### src/rtl/signed_divider.sv
// Sequential 8-bit signed restoring divider: dividend loaded into B, divisor taken at Run.
// Quotient (truncated toward zero) ends in B, remainder (dividend's sign) ends in A.
module signed_divider (
    input  logic       Clk,
    input  logic       Reset,
    input  logic       ClearA_LoadB,
    input  logic       Run,
    input  logic [7:0] S,
    output logic       X,
    output logic [7:0] Aval,
    output logic [7:0] Bval,
    output logic [6:0] AhexL,
    output logic [6:0] AhexU,
    output logic [6:0] BhexL,
    output logic [6:0] BhexU
);

    typedef enum logic [2:0] {
        IDLE  = 3'd0,
        SETUP = 3'd1,
        ITER  = 3'd2,
        FIX   = 3'd3,
        DONE  = 3'd4
    } state_t;

    state_t      state_r;
    logic [7:0]  a_r;
    logic [7:0]  b_r;
    logic [7:0]  d_r;
    logic        x_r;
    logic        sq_r;
    logic        sr_r;
    logic [2:0]  cnt_r;

    logic [7:0]  b_mag_s;
    logic [7:0]  s_mag_s;
    logic [9:0]  trial_s;
    logic [7:0]  shift_a_s;

    // Active-low 7-segment encoding for one hex digit
    function automatic logic [6:0] hex7(input logic [3:0] v);
        logic [6:0] seg;
        case (v)
            4'h0:    seg = 7'b1000000;
            4'h1:    seg = 7'b1111001;
            4'h2:    seg = 7'b0100100;
            4'h3:    seg = 7'b0110000;
            4'h4:    seg = 7'b0011001;
            4'h5:    seg = 7'b0010010;
            4'h6:    seg = 7'b0000010;
            4'h7:    seg = 7'b1111000;
            4'h8:    seg = 7'b0000000;
            4'h9:    seg = 7'b0010000;
            4'hA:    seg = 7'b0001000;
            4'hB:    seg = 7'b0000011;
            4'hC:    seg = 7'b1000110;
            4'hD:    seg = 7'b0100001;
            4'hE:    seg = 7'b0000110;
            4'hF:    seg = 7'b0001110;
            default: seg = 7'b1111111;
        endcase
        return seg;
    endfunction

    // Operand magnitudes and the restoring trial subtraction of the shifted remainder
    always_comb begin
        b_mag_s   = b_r[7] ? (8'd0 - b_r) : b_r;
        s_mag_s   = S[7] ? (8'd0 - S) : S;
        shift_a_s = {a_r[6:0], b_r[7]};
        trial_s   = {1'b0, a_r, b_r[7]} - {2'b00, d_r};
    end

    // Divider control and datapath
    always_ff @(posedge Clk) begin
        if (Reset) begin
            state_r <= IDLE;
            a_r     <= 8'h00;
            b_r     <= 8'h00;
            d_r     <= 8'h00;
            x_r     <= 1'b0;
            sq_r    <= 1'b0;
            sr_r    <= 1'b0;
            cnt_r   <= 3'd0;
        end else begin
            case (state_r)
                IDLE: begin
                    if (!ClearA_LoadB) begin
                        b_r <= S;
                        a_r <= 8'h00;
                        x_r <= 1'b0;
                    end else if (!Run) begin
                        state_r <= SETUP;
                    end else begin
                        state_r <= IDLE;
                    end
                end
                SETUP: begin
                    d_r   <= s_mag_s;
                    sq_r  <= b_r[7] ^ S[7];
                    sr_r  <= b_r[7];
                    cnt_r <= 3'd0;
                    if (S == 8'h00) begin
                        x_r     <= 1'b1;
                        a_r     <= b_r;
                        b_r     <= 8'hFF;
                        state_r <= DONE;
                    end else if ((b_r == 8'h80) && (S == 8'hFF)) begin
                        x_r     <= 1'b1;
                        a_r     <= 8'h00;
                        b_r     <= 8'h80;
                        state_r <= DONE;
                    end else begin
                        x_r     <= 1'b0;
                        a_r     <= 8'h00;
                        b_r     <= b_mag_s;
                        state_r <= ITER;
                    end
                end
                ITER: begin
                    // The remainder never reaches |D| <= 128, so it fits in 8 bits after the step
                    if (!trial_s[9]) begin
                        a_r <= trial_s[7:0];
                        b_r <= {b_r[6:0], 1'b1};
                    end else begin
                        a_r <= shift_a_s;
                        b_r <= {b_r[6:0], 1'b0};
                    end
                    cnt_r <= cnt_r + 3'd1;
                    if (cnt_r == 3'd7) begin
                        state_r <= FIX;
                    end else begin
                        state_r <= ITER;
                    end
                end
                FIX: begin
                    b_r     <= sq_r ? (8'd0 - b_r) : b_r;
                    a_r     <= sr_r ? (8'd0 - a_r) : a_r;
                    state_r <= DONE;
                end
                DONE: begin
                    if (Run) begin
                        state_r <= IDLE;
                    end else begin
                        state_r <= DONE;
                    end
                end
                default: begin
                    state_r <= IDLE;
                end
            endcase
        end
    end

    assign X     = x_r;
    assign Aval  = a_r;
    assign Bval  = b_r;
    assign AhexL = hex7(a_r[3:0]);
    assign AhexU = hex7(a_r[7:4]);
    assign BhexL = hex7(b_r[3:0]);
    assign BhexU = hex7(b_r[7:4]);

endmodule

### config.mk
export PLATFORM = sky130hd
export DESIGN_NAME = signed_divider
export DESIGN_NICKNAME = d
export VERILOG_FILES = /design/src/rtl/signed_divider.sv
export SDC_FILE = /design/constraint.sdc
export NUM_CORES = 1
export LEC_CHECK = 0
export CORE_MARGIN = 2
export CORE_UTILIZATION = 47
export CTS_CLUSTER_DIAMETER = 200
export CTS_CLUSTER_SIZE = 20
export DETAILED_ROUTE_END_ITERATION = 8
export HOLD_SLACK_MARGIN = 0.05
export PLACE_DENSITY = 0.7
export SYNTH_ARGS = -nofsm -noshare
export SYNTH_HDL_FRONTEND = slang
export SYNTH_SLANG_ARGS = --single-unit
### constraint.sdc
create_clock -name Clk -period 8.4 [get_ports Clk]
set_clock_uncertainty 0.05 [all_clocks]
set_input_delay 1.68 -clock Clk [delete_from_list [all_inputs] [get_ports Clk]]
set_output_delay 1.68 -clock Clk [all_outputs]
set_load 0.02 [all_outputs]
### After elaboration in Yosys (flattened, before gate mapping)

Memories as Yosys holds them, arrays and structs flattened. A register that Yosys moved wholly into a read port is not among the register bits.
Cells that the tools add are included.

| storage, ports and cells | value |
|---|---|
| register bits after elaboration | 33 |
| latch bits | 0 |
| bits in writable memories | 0 |
| ROM bits | 448 |
| output and inout bits | 45 |
| word-level logic and storage cells | 72 |
| memories | 4 |

Memory list:

| memory | depth | bits a word | rd ports | clocked after memory_dff | wr ports | RTL line | text |
|---|---|---|---|---|---|---|---|
| (name not given) | 16 | 7 | 1 | 1 | 0 | 43 | `case (v)` |
| (name not given) | 16 | 7 | 1 | 1 | 0 | 43 |  |
| (name not given) | 16 | 7 | 1 | 1 | 0 | 43 |  |
| (name not given) | 16 | 7 | 1 | 0 | 0 | 43 |  |

| operators by class | value |
|---|---|
| $add $sub $neg | 5 |
| $mul | 0 |
| divide/modulo/power cells | 0 |
| $lt $le $gt $ge | 0 |
| eq/ne operators | 12 |
| shift-type cells | 0 |
| muxes and demuxes | 31 |
| bitwise operators | 1 |
| reductions and logical operators | 10 |

Operators with widths:

| operator | number |
|---|---|
| 8-bit two-way mux | 10 |
| 8-bit one-hot mux with 4 select lines | 2 |
| 4-bit two-way mux | 6 |
| 1-bit by 8-bit subtractor with 8-bit output (first input constant) | 3 |
| 8-bit equality test (second input constant) | 2 |
| 3-bit one-hot mux with 5 select lines | 1 |
| 3-bit two-way mux | 4 |
| 9-bit by 8-bit subtractor with 10-bit output | 1 |
| 8-bit zero test | 1 |
| 2-bit inequality test (second input constant) | 4 |
| 3-bit by 2-bit equality test with 1-bit output (second input constant) | 2 |
| 3-bit equality test (second input constant) | 2 |
| 1-bit two-way mux | 6 |
| 3-bit one-hot mux with 2 select lines | 1 |
| 3-bit AND reduction | 2 |
| 4-bit inequality test (second input constant) | 1 |
| 4-bit AND reduction | 1 |
| 2-bit nonzero test | 2 |
| 4-bit nonzero test | 1 |
| 3-bit by 1-bit adder with 3-bit output (second input constant) | 1 |
| 3-bit by 1-bit equality test with 1-bit output (second input constant) | 1 |
| 3-bit zero test | 1 |
| 1-bit one-hot mux with 2 select lines | 1 |
| 2-bit AND reduction | 1 |
| other kinds (2) | 2 |

### Logic depth before layout (Yosys ltp)

Gate-level depths: netlist of run 1.

| logic depth | value |
|---|---|
| word-level depth | 7 |
| gate-level depth with buffers | 16 |
| mapped depth without buffers | 15 |

### Least setup slack after synthesis of run 1

No wires, ideal clock.

| timing | value |
|---|---|
| kind | input-to-reg |
| start | in S[1] |
| end | reg AhexU[4] (netlist name) |
| data arrival time | 4269 ps |
| path slack | 3951 ps |
| cell stages on the path | 15 |
| cell sequence | inv_1 ha_1 or3b_2 clkbuf_1 nor3_2 buf_2 a21oi_1 o211a_1 a2111oi_4 inv_1 ha_1 inv_1 mux2i_1 nand2_1 a21oi_2 |

| on the way | value |
|---|---|
| longest elaborated chain between the ends | 5 |

Ends and longest elaborated chain:

| element | RTL line | text |
|---|---|---|
| start, declared | 8 | `input logic [7:0] S,` |
| 8-bit zero test | 102 | `if (S == 8'h00) begin` |
| 8-bit two-way mux | 102 |  |
| 8-bit one-hot mux with 4 select lines | 85 | `case (state_r)` |
| 4-bit two-way mux (no line) (2 in series) | n/a |  |

No other way between the ends.
A chain may end at the register's enable or synchronous reset.

### Final worst setup path of run 1

| timing | value |
|---|---|
| start | in S[0] |
| end | reg AhexU[4] (netlist name) |

| on the way | value |
|---|---|
| longest elaborated chain between the ends | 5 |

Ends and longest elaborated chain:

| element | RTL line |
|---|---|
| 8-bit zero test | 102 |
| 8-bit two-way mux | 102 |
| 8-bit one-hot mux with 4 select lines | 85 |
| 4-bit two-way mux (no line) (2 in series) | n/a |

No other way between the ends.

==> flow_summary.ini, run 1 <==
[worst_setup_path]
crit_fanout = 11
startpoint_type = input port
worstSetupPathType = input port to register
crit_arrival_ns = 5.37
end_kind = register
required_ns = 8.55

[yosys]
synth-xor-area-share = 0.03136
yosys.area_share.simple = 0.1834
yosys_warnings = 0
ys_seq_area_frac = 0.2581
synth_adder_area_share = 0.1183
synth_top_family_by_area = compound AO/OA/AOI/OAI gates
synth_nets = 561
avgSynthCellArea_um2 = 8.214
synth_ff_type = dfxtp_1
synth_area_um2 = 4189
synthMuxAreaShare = 0.05108
synthCells = 510
synth_edf_count = 0
ys_seq_elements = 54
synth-compound-area-share = 0.2846
synth_cell_types = 74
async_flop_share = 0

[power]
power_frac_clock = 0.247
seq_power_share = 0.393
intPower_uw = 483.3
total_leakage_power_uw = 0.001899
power_uw = 760.9
switchingPower_uw = 277.6
irDropWorstVdd_uv = 103.2
power-per-cell-area_nw_per_um2 = 155.5
combinationalPowerShare = 0.360
swShare = 0.3648

[final_layout]
diodes = 0
layout_common_cells = clkdlybuf4s50_1, dfxtp_1, nor2_1
final_cells = 655
layout_commonest_cell = clkdlybuf4s50_1
area_growth_pct = 16.82
final_area_um2 = 4893
drive_above_1_share = 0.07313
nets = 597
fillers = 848

[route]
drt_iter0_markers = 316
ant_nets = 0
firstDrtPassIters = 5
vias = 3983
wl_per_cell_um = 17.52
routed_via_density = 6.081
remaining_drc_errors = 0
totalWireLength_mm = 11.48

[die]
die_w_um = 98.41
initial_utilization = 0.4827
core_area_um2 = 8678
die_h_um = 98.41
rows = 34
pin_count = 57
die_area_um2 = 9684

[clocking]
holdBufCountCts = 0
htreeDepth = 2
post-cts-setup-buffers = 0
cts_buffers = 5
tritoncts = done
cts-resized-gates = 0
cts.sinks = 54
cts_buffer_depth = 2
clk_pin_slew_worst_paths_ns = 0.11
cts-root-buf = clkbuf_8
clock_latency_ns = 0.32

[grt]
grt_pass1_vias = 3765
track_usage = 0.2398
grt_max_degree = 44
grt_overflow = 0
antenna_found_initial = 0
grt_pass1_wl_mm = 19.13

[timing]
max_freq_mhz = 191.7
rsz0062_at_grt = no
setup_violations = 0
fin_crit_sh = 0.6209
slew-limit-headroom = 0.3720
drv_slew = 0
tightest_slew_ns = 0.9402
min_period_ns = 5.215
finalHoldViolations = 0
setup_tns_ns = 0

[place]
dp_cells = 647
place_hpwl_mm = 8.383
io_buffers = 56
placed_area_um2 = 4776
gp_congestion = 0.9340

[outcome]
status = finished clean

[flow_run]
drv_cap = 0

[min_path]
hp-class = register to register
## worst max-delay path: stages
cell             delay (ns)
clkdlybuf4s50_1        0.49
inv_1                  0.09
ha_1                   0.17
or3b_2                 0.54
nor3_2                 0.65
a21oi_1                0.28
o211a_1                0.21
a2111oi_4              0.48
inv_1                  0.16
ha_1                   0.26
inv_1                  0.11
mux2i_1                0.08
nand2_1                0.12
a21oi_2                0.05
## path summary, 6_finish.rpt
kind	start	endpoint	slack (ns)	cells after the start
worst max-delay path	S[0]	AhexU[4]	3.18	14
worst min-delay path	d_r[7]	d_r[7]	0.42	2
worst max register to register	Bval[7]	AhexL[1]	3.82	14
worst min register to register	d_r[7]	d_r[7]	0.42	2
## synthesized netlist by cell type, drive strengths merged, types with 4 or more instances
cell type,n,share of area
a211oi,16,0.034
a21oi,43,0.052
a22o,5,0.010
a22oi,5,0.0090
a31oi,7,0.012
a32o,4,0.0096
buf,14,0.020
clkbuf,17,0.015
dfxtp,54,0.26
ha,38,0.11
inv,41,0.037
mux2i,18,0.043
nand2,28,0.025
nand3,5,0.0060
nor2,50,0.047
nor2b,4,0.0060
nor3,17,0.023
o211a,4,0.0096
o211ai,4,0.0072
o21a,4,0.0072
o21ai,29,0.035
o31ai,11,0.027
o32ai,6,0.013
or2,5,0.0075
or3,5,0.0075
or3b,5,0.010
or4,4,0.0081
xnor2,8,0.017
xor2,7,0.015
## power groups by stage
stage	logic [uW]	registers [uW]	clock network [uW]
floorplan	175	309	0
global placement	268	304	0
detailed placement	270	305	0
CTS	272	299	192
global route	299	302	198
finish	274	299	188
## sequential cells by signal (all words and copies together) (netlist names)
name,flops
AhexU,7
BhexL,7
sq_r,1
Aval,8
AhexL,7
cnt_r,3
d_r,8
state_r,3
X,1
sr_r,1
Bval,8
## per-stage QoR
step                setup WS [ns]  utilization  hold WS, ns
finish                      3.185       0.5639       0.4198
global route                2.928       0.5639       0.4472
CTS                         3.227       0.5639       0.4211
detailed placement          2.902       0.5503       0.4048
global placement            2.982       0.5503       0.3972
floorplan                   3.951            -       0.3819
## cell families (layout without fill, tap and decap cells)
kind of cell,after synthesis,after routing
DFF,54,54
AOI/OAI and AO/OA,164,164
adders and majority gates,39,39
buffers and inverters,73,110
and+or+nand+nor,145,145
xor gates and xnor gates,15,15
muxes,20,20
## final cells by class
type                            count  area, um^2  share of cell area
Clock inverter                      3       48.80            0.009972
Tap cell                          108       135.1             0.02761
Clock buffer                        5       68.82             0.01406
Inverter                           42       157.7             0.03222
Multi-Input combinational cell    383        2811              0.5745
Timing Repair Buffer               60       590.6              0.1207
Sequential cell                    54        1081              0.2209
## layer usage
layer  GRT usage  vias up  part of all wire  wire (um)
met5           0        -                 0          0
met4     0.05058        0             0.016        184
met3     0.03794       16             0.064        733
met2      0.3846      143              0.46       5253
met1      0.3419     1892              0.46       5306
li1            -     1932                 -          -
(Power assumes the default switching activity.)
==> run 2: changes to the inputs <==
clock period = 5.35 ns   (was 8.4 ns; I/O delays follow)
==> run 2 against run 1 <==
Effect of this change: power up 55%; core utilization up 0.32 points; clock-buffer cell count unchanged; worst hold slack better by 0.0023 ns; cell count up 0.61%; cell area up 0.56%; critical endpoint unchanged; non-clock buffer count up 5; routed wire length down 0.54%; critical path type unchanged; flip-flop and latch count unchanged; sequential power up 55%; combinational power up 61%; critical path depth up 1.
==> flow_summary.ini, run 2 (synthesized netlist as in run 1, its figures left out) <==
[grt]
antenna_found_initial = 0
grt_max_degree = 24
track_usage = 0.2408
grt_pass1_wl_mm = 19.14
grt_overflow = 0
grt_pass1_vias = 3812

[power]
power_uw = 1179
total_leakage_power_uw = 0.001921
irDropWorstVdd_uv = 117.0
combinationalPowerShare = 0.374
switchingPower_uw = 421.8
power-per-cell-area_nw_per_um2 = 239.6
seq_power_share = 0.394
swShare = 0.3577
intPower_uw = 757.3
power_frac_clock = 0.232

[final_layout]
fin_util = 0.5670
diodes = 0
layout_commonest_cell = clkdlybuf4s50_1
nets = 602
fillers = 842
layout_common_cells = clkdlybuf4s50_1, dfxtp_1, nor2_1
area_growth_pct = 17.47
drive_above_1_share = 0.07985

[worst_setup_path]
reg2regPathDepth = 11
crit_fanout = 11
slowest_stage = or3b_2
critPathLaunch = S[0]
crit_arrival_ns = 4.35
worstSetupPathType = input port to register
crit_path_cell_trace = clkdlybuf4s50_1 > inv_1 > ha_1 > or3b_2 > nor3_2 > buf_4 > a21oi_1 > o211a_1 > a2111oi_4 > inv_1 > ha_1 > inv_1 > mux2i_1 > nand2_1 > a21oi_2
path_delay_family = buffers and inverters
end_kind = register
startpoint_type = input port
crit_top_cell = inv_1
cpPeakStageDelay_ns = 0.55
worst-path-buf-inv = 5
r2r_slack_ns = 1.72
required_ns = 5.50
r2r-start = state_r[0]
r2r-end = BhexL[3]

[timing]
finalHoldViolations = 0
fin_crit_sh = 0.7858
min_period_ns = 4.204
max_freq_mhz = 237.9
slew-limit-headroom = 0.3713
setup_violations = 0
setup_ws_ns = 1.146
tightest_slew_ns = 0.9379
setup_tns_ns = 0
rsz0062_at_grt = no
drv_slew = 0
hold_slack_ns = 0.4221

[die]
initial_utilization = 0.4827
die_w_um = 98.41
pin_count = 57
die_area_um2 = 9684
core_area_um2 = 8678
die_h_um = 98.41
rows = 34

[clocking]
cts-root-buf = clkbuf_8
clk_pin_slew_worst_paths_ns = 0.10
cts.sinks = 54
cts_buffer_depth = 2
cts_buffers = 5
holdBufCountCts = 0
clock_latency_ns = 0.31
tritoncts = done
post-cts-setup-buffers = 0
htreeDepth = 2
cts-resized-gates = 0

[flow_run]
drv_cap = 0

[min_path]
hp-class = register to register
min_path_cells = 2
whs_endpoint = d_r[0]
min_from = d_r[0]

[route]
ant_nets = 0
routed_via_density = 6.020
remaining_drc_errors = 0
vias = 3967
totalWireLength_mm = 11.42
wl_per_cell_um = 17.32
drt_iter0_markers = 436
firstDrtPassIters = 5

[place]
dp_slack_ns = 0.8467
place_hpwl_mm = 8.528
gp_congestion = 0.9551
io_buffers = 56

[outcome]
status = finished clean
==> run 2: cell types whose count changed in the layout (fill, tap and decap cells not counted) <==
cell | before | now
buf_4 | 4 | 9
clkinvlp_4 | 1 | 0
clkinv_4 | 0 | 1
inv_8 | 1 | 0
==> run 2: through the flow <==
stage / cell area, um^2 / cells
after floorplan: 4189 / 510
after global placement: 4813 / 652
after detailed placement: 4813 / 652
after CTS: 4921 / 659
after global routing: 4921 / 659
final: 4921 / 659
==> run 2: cell type report <==
| class | count | area [um^2] | share of cell area |
|---|---|---|---|
| inverters | 42 | 157.7 | 0.03204 |
| clock buffers | 5 | 68.82 | 0.01398 |
| clock inverters | 2 | 38.79 | 0.007882 |
| flip-flops and latches | 54 | 1081 | 0.2197 |
| well taps | 108 | 135.1 | 0.02746 |
| repair buffers | 65 | 628.1 | 0.1276 |
| multi-input cells | 383 | 2811 | 0.5713 |
==> run 2: worst max path at each step <==
stage	endpoint	slack [ns]	cells past startpoint
6_report	AhexU[4]	1.15	15
5_1_grt	AhexU[4]	0.90	15
4_1_cts	AhexU[4]	1.17	15
3_5_place_dp	AhexU[4]	0.85	15
3_3_place_gp	AhexU[4]	0.94	15
2_1_floorplan	AhexU[4]	1.51	15
==> run 2: power by group through the flow <==
stage                     clock network, uW  registers (uW)  logic, uW
after floorplan                           0             486        274
after global placement                    0             472        435
after detailed placement                  0             473        436
after CTS                               281             464        438
after global routing                    293             469        483
final                                   274             464        441
==> run 2: worst min-delay path, stage by stage (launching register included) <==
cell and delay, ns:
dfxtp_1 0.33, nand2_1 0.06, a21oi_1 0.05
==> run 2: layer usage <==
layer | share of wire | global-route usage
met5 | 0 | 0
met2 | 0.46 | 0.3830
met4 | 0.0085 | 0.05374
met3 | 0.060 | 0.04152
met1 | 0.47 | 0.3426
==> run 3: changes to the inputs <==
clock period = 4.35 ns   (was 5.35 ns; I/O delays follow)
==> run 3 against run 2 <==
Effect of this change: sequential power rose by 23%; worst hold slack got worse by 0.0067 ns; first-iteration DRC count fell by 21%; routed wire length fell by 0.41%; setup slack got worse by 0.67 ns; flip-flop and latch count did not move; critical endpoint unchanged.
==> flow_summary.ini, run 3 (synthesized netlist as in run 1, its figures left out) <==
[timing]
tightest_slew_ns = 0.6208
hold_slack_ns = 0.4154
setup_violations = 0
drv_slew = 0
finalHoldViolations = 0
slew-limit-headroom = 0.5856
rsz0062_at_grt = no
min_period_ns = 3.879
fin_crit_sh = 0.8917
max_freq_mhz = 257.8
setup_tns_ns = 0

[route]
ant_nets = 0
totalWireLength_mm = 11.37
wl_per_cell_um = 16.99
drt_iter0_markers = 343
routed_via_density = 5.948
vias = 3979
remaining_drc_errors = 0
firstDrtPassIters = 6

[place]
place_hpwl_mm = 8.625
gp_congestion = 0.9464
io_buffers = 56

[power]
power_frac_clock = 0.215
seq_power_share = 0.402
power-per-cell-area_nw_per_um2 = 285.5
irDropWorstVdd_uv = 168.3
swShare = 0.3676
total_leakage_power_uw = 0.001960
switchingPower_uw = 522.2
intPower_uw = 898.4
combinationalPowerShare = 0.383

[worst_setup_path]
startpoint_type = input port
crit_arrival_ns = 4.08
r2r_slack_ns = 0.79
r2r-end = AhexL[4]
worstSetupPathType = input port to register
r2r-start = Bval[7]
crit_fanout = 7
required_ns = 4.55
reg2regPathDepth = 14
end_kind = register

[die]
die_h_um = 98.41
core_area_um2 = 8678
die_w_um = 98.41
die_area_um2 = 9684
pin_count = 57
initial_utilization = 0.4827
rows = 34

[final_layout]
layout_common_cells = clkdlybuf4s50_1, dfxtp_1, nor2_1
area_growth_pct = 18.79
fillers = 811
nets = 611
diodes = 0
layout_commonest_cell = clkdlybuf4s50_1
drive_above_1_share = 0.09447

[grt]
grt_pass1_vias = 3726
grt_overflow = 0
track_usage = 0.2353
grt_pass1_wl_mm = 18.80
antenna_found_initial = 0
grt_max_degree = 24

[clocking]
holdBufCountCts = 0
htreeDepth = 2
cts-resized-gates = 0
cts_buffer_depth = 2
cts-root-buf = clkbuf_8
tritoncts = done
post-cts-setup-buffers = 0
cts_buffers = 5
clock_latency_ns = 0.31
cts.sinks = 54
clk_pin_slew_worst_paths_ns = 0.10

[min_path]
whs_endpoint = d_r[7]
hp-class = register to register
min_from = d_r[7]
min_path_cells = 2

[outcome]
status = finished clean

[flow_run]
drv_cap = 0
run 3: cell count changes in the layout (fill, tap and decap cells not counted), sizes merged:
cell	delta
clkbuf	+1
clkinv	+1
bufinv	-1
buf	+9
run 3: cell type report:
class / instances / area, um^2 / area share
sequential: 54 / 1081 / 0.2172
clock buffer: 6 / 82.58 / 0.01660
timing repair buffer: 74 / 695.7 / 0.1398
tap: 108 / 135.1 / 0.02716
inverter: 42 / 157.7 / 0.03168
multi-input combinational: 383 / 2806 / 0.5640
clock inverter: 2 / 17.52 / 0.003520
run 3: worst max-delay path: stages:
cell and delay [ns]:
clkdlybuf4s50_1 0.50, inv_1 0.09, ha_1 0.16, or3b_2 0.56, nor3_2 0.26, buf_4 0.20, a32oi_1 0.06, o22ai_1 0.17
a311oi_1 0.12, nor2_1 0.26, inv_1 0.14, ha_1 0.19, or3_1 0.38, a21oi_2 0.13
run 3: routing by layer:
layer | global-route usage | share of wire | up-vias
met3 | 0.03865 | 0.066 | 24
met1 | 0.3449 | 0.48 | 1844
li1 | - | - | 1963
met4 | 0.04742 | 0.013 | 0
met5 | 0 | 0 | -
met2 | 0.3663 | 0.44 | 148
run 3: power by group through the flow:
stage | registers [uW] | logic, uW | clock network (uW)
detailed placement | 581 | 538 | 0
floorplan | 597 | 337 | 0
global route | 576 | 596 | 332
CTS | 570 | 542 | 314
finish | 570 | 544 | 306
global placement | 582 | 534 | 0
run 3: worst max path at each step:
| stage | cells past startpoint | startpoint | to |
|---|---|---|---|
| 6_report | 14 | S[0] | AhexU[4] |
| 3_5_place_dp | 14 | S[0] | BhexL[3] |
| 3_3_place_gp | 14 | S[0] | BhexL[3] |
| 2_1_floorplan | 15 | S[1] | AhexU[4] |
| 4_1_cts | 14 | S[0] | AhexU[4] |
| 5_1_grt | 14 | S[0] | AhexU[4] |
run 3: through the flow:
stage                     area [um^2]  power (uW)  worst slack, ns  instances  utilization
after global routing             4976        1504           0.2486        669       0.5734
after CTS                        4976        1426           0.4955        669       0.5734
after floorplan                  4189       934.7           0.7108        510            -
after global placement           4876        1116           0.2469        661       0.5619
after detailed placement         4876        1120           0.1650        661       0.5619
final                            4976        1421           0.4713        669       0.5734
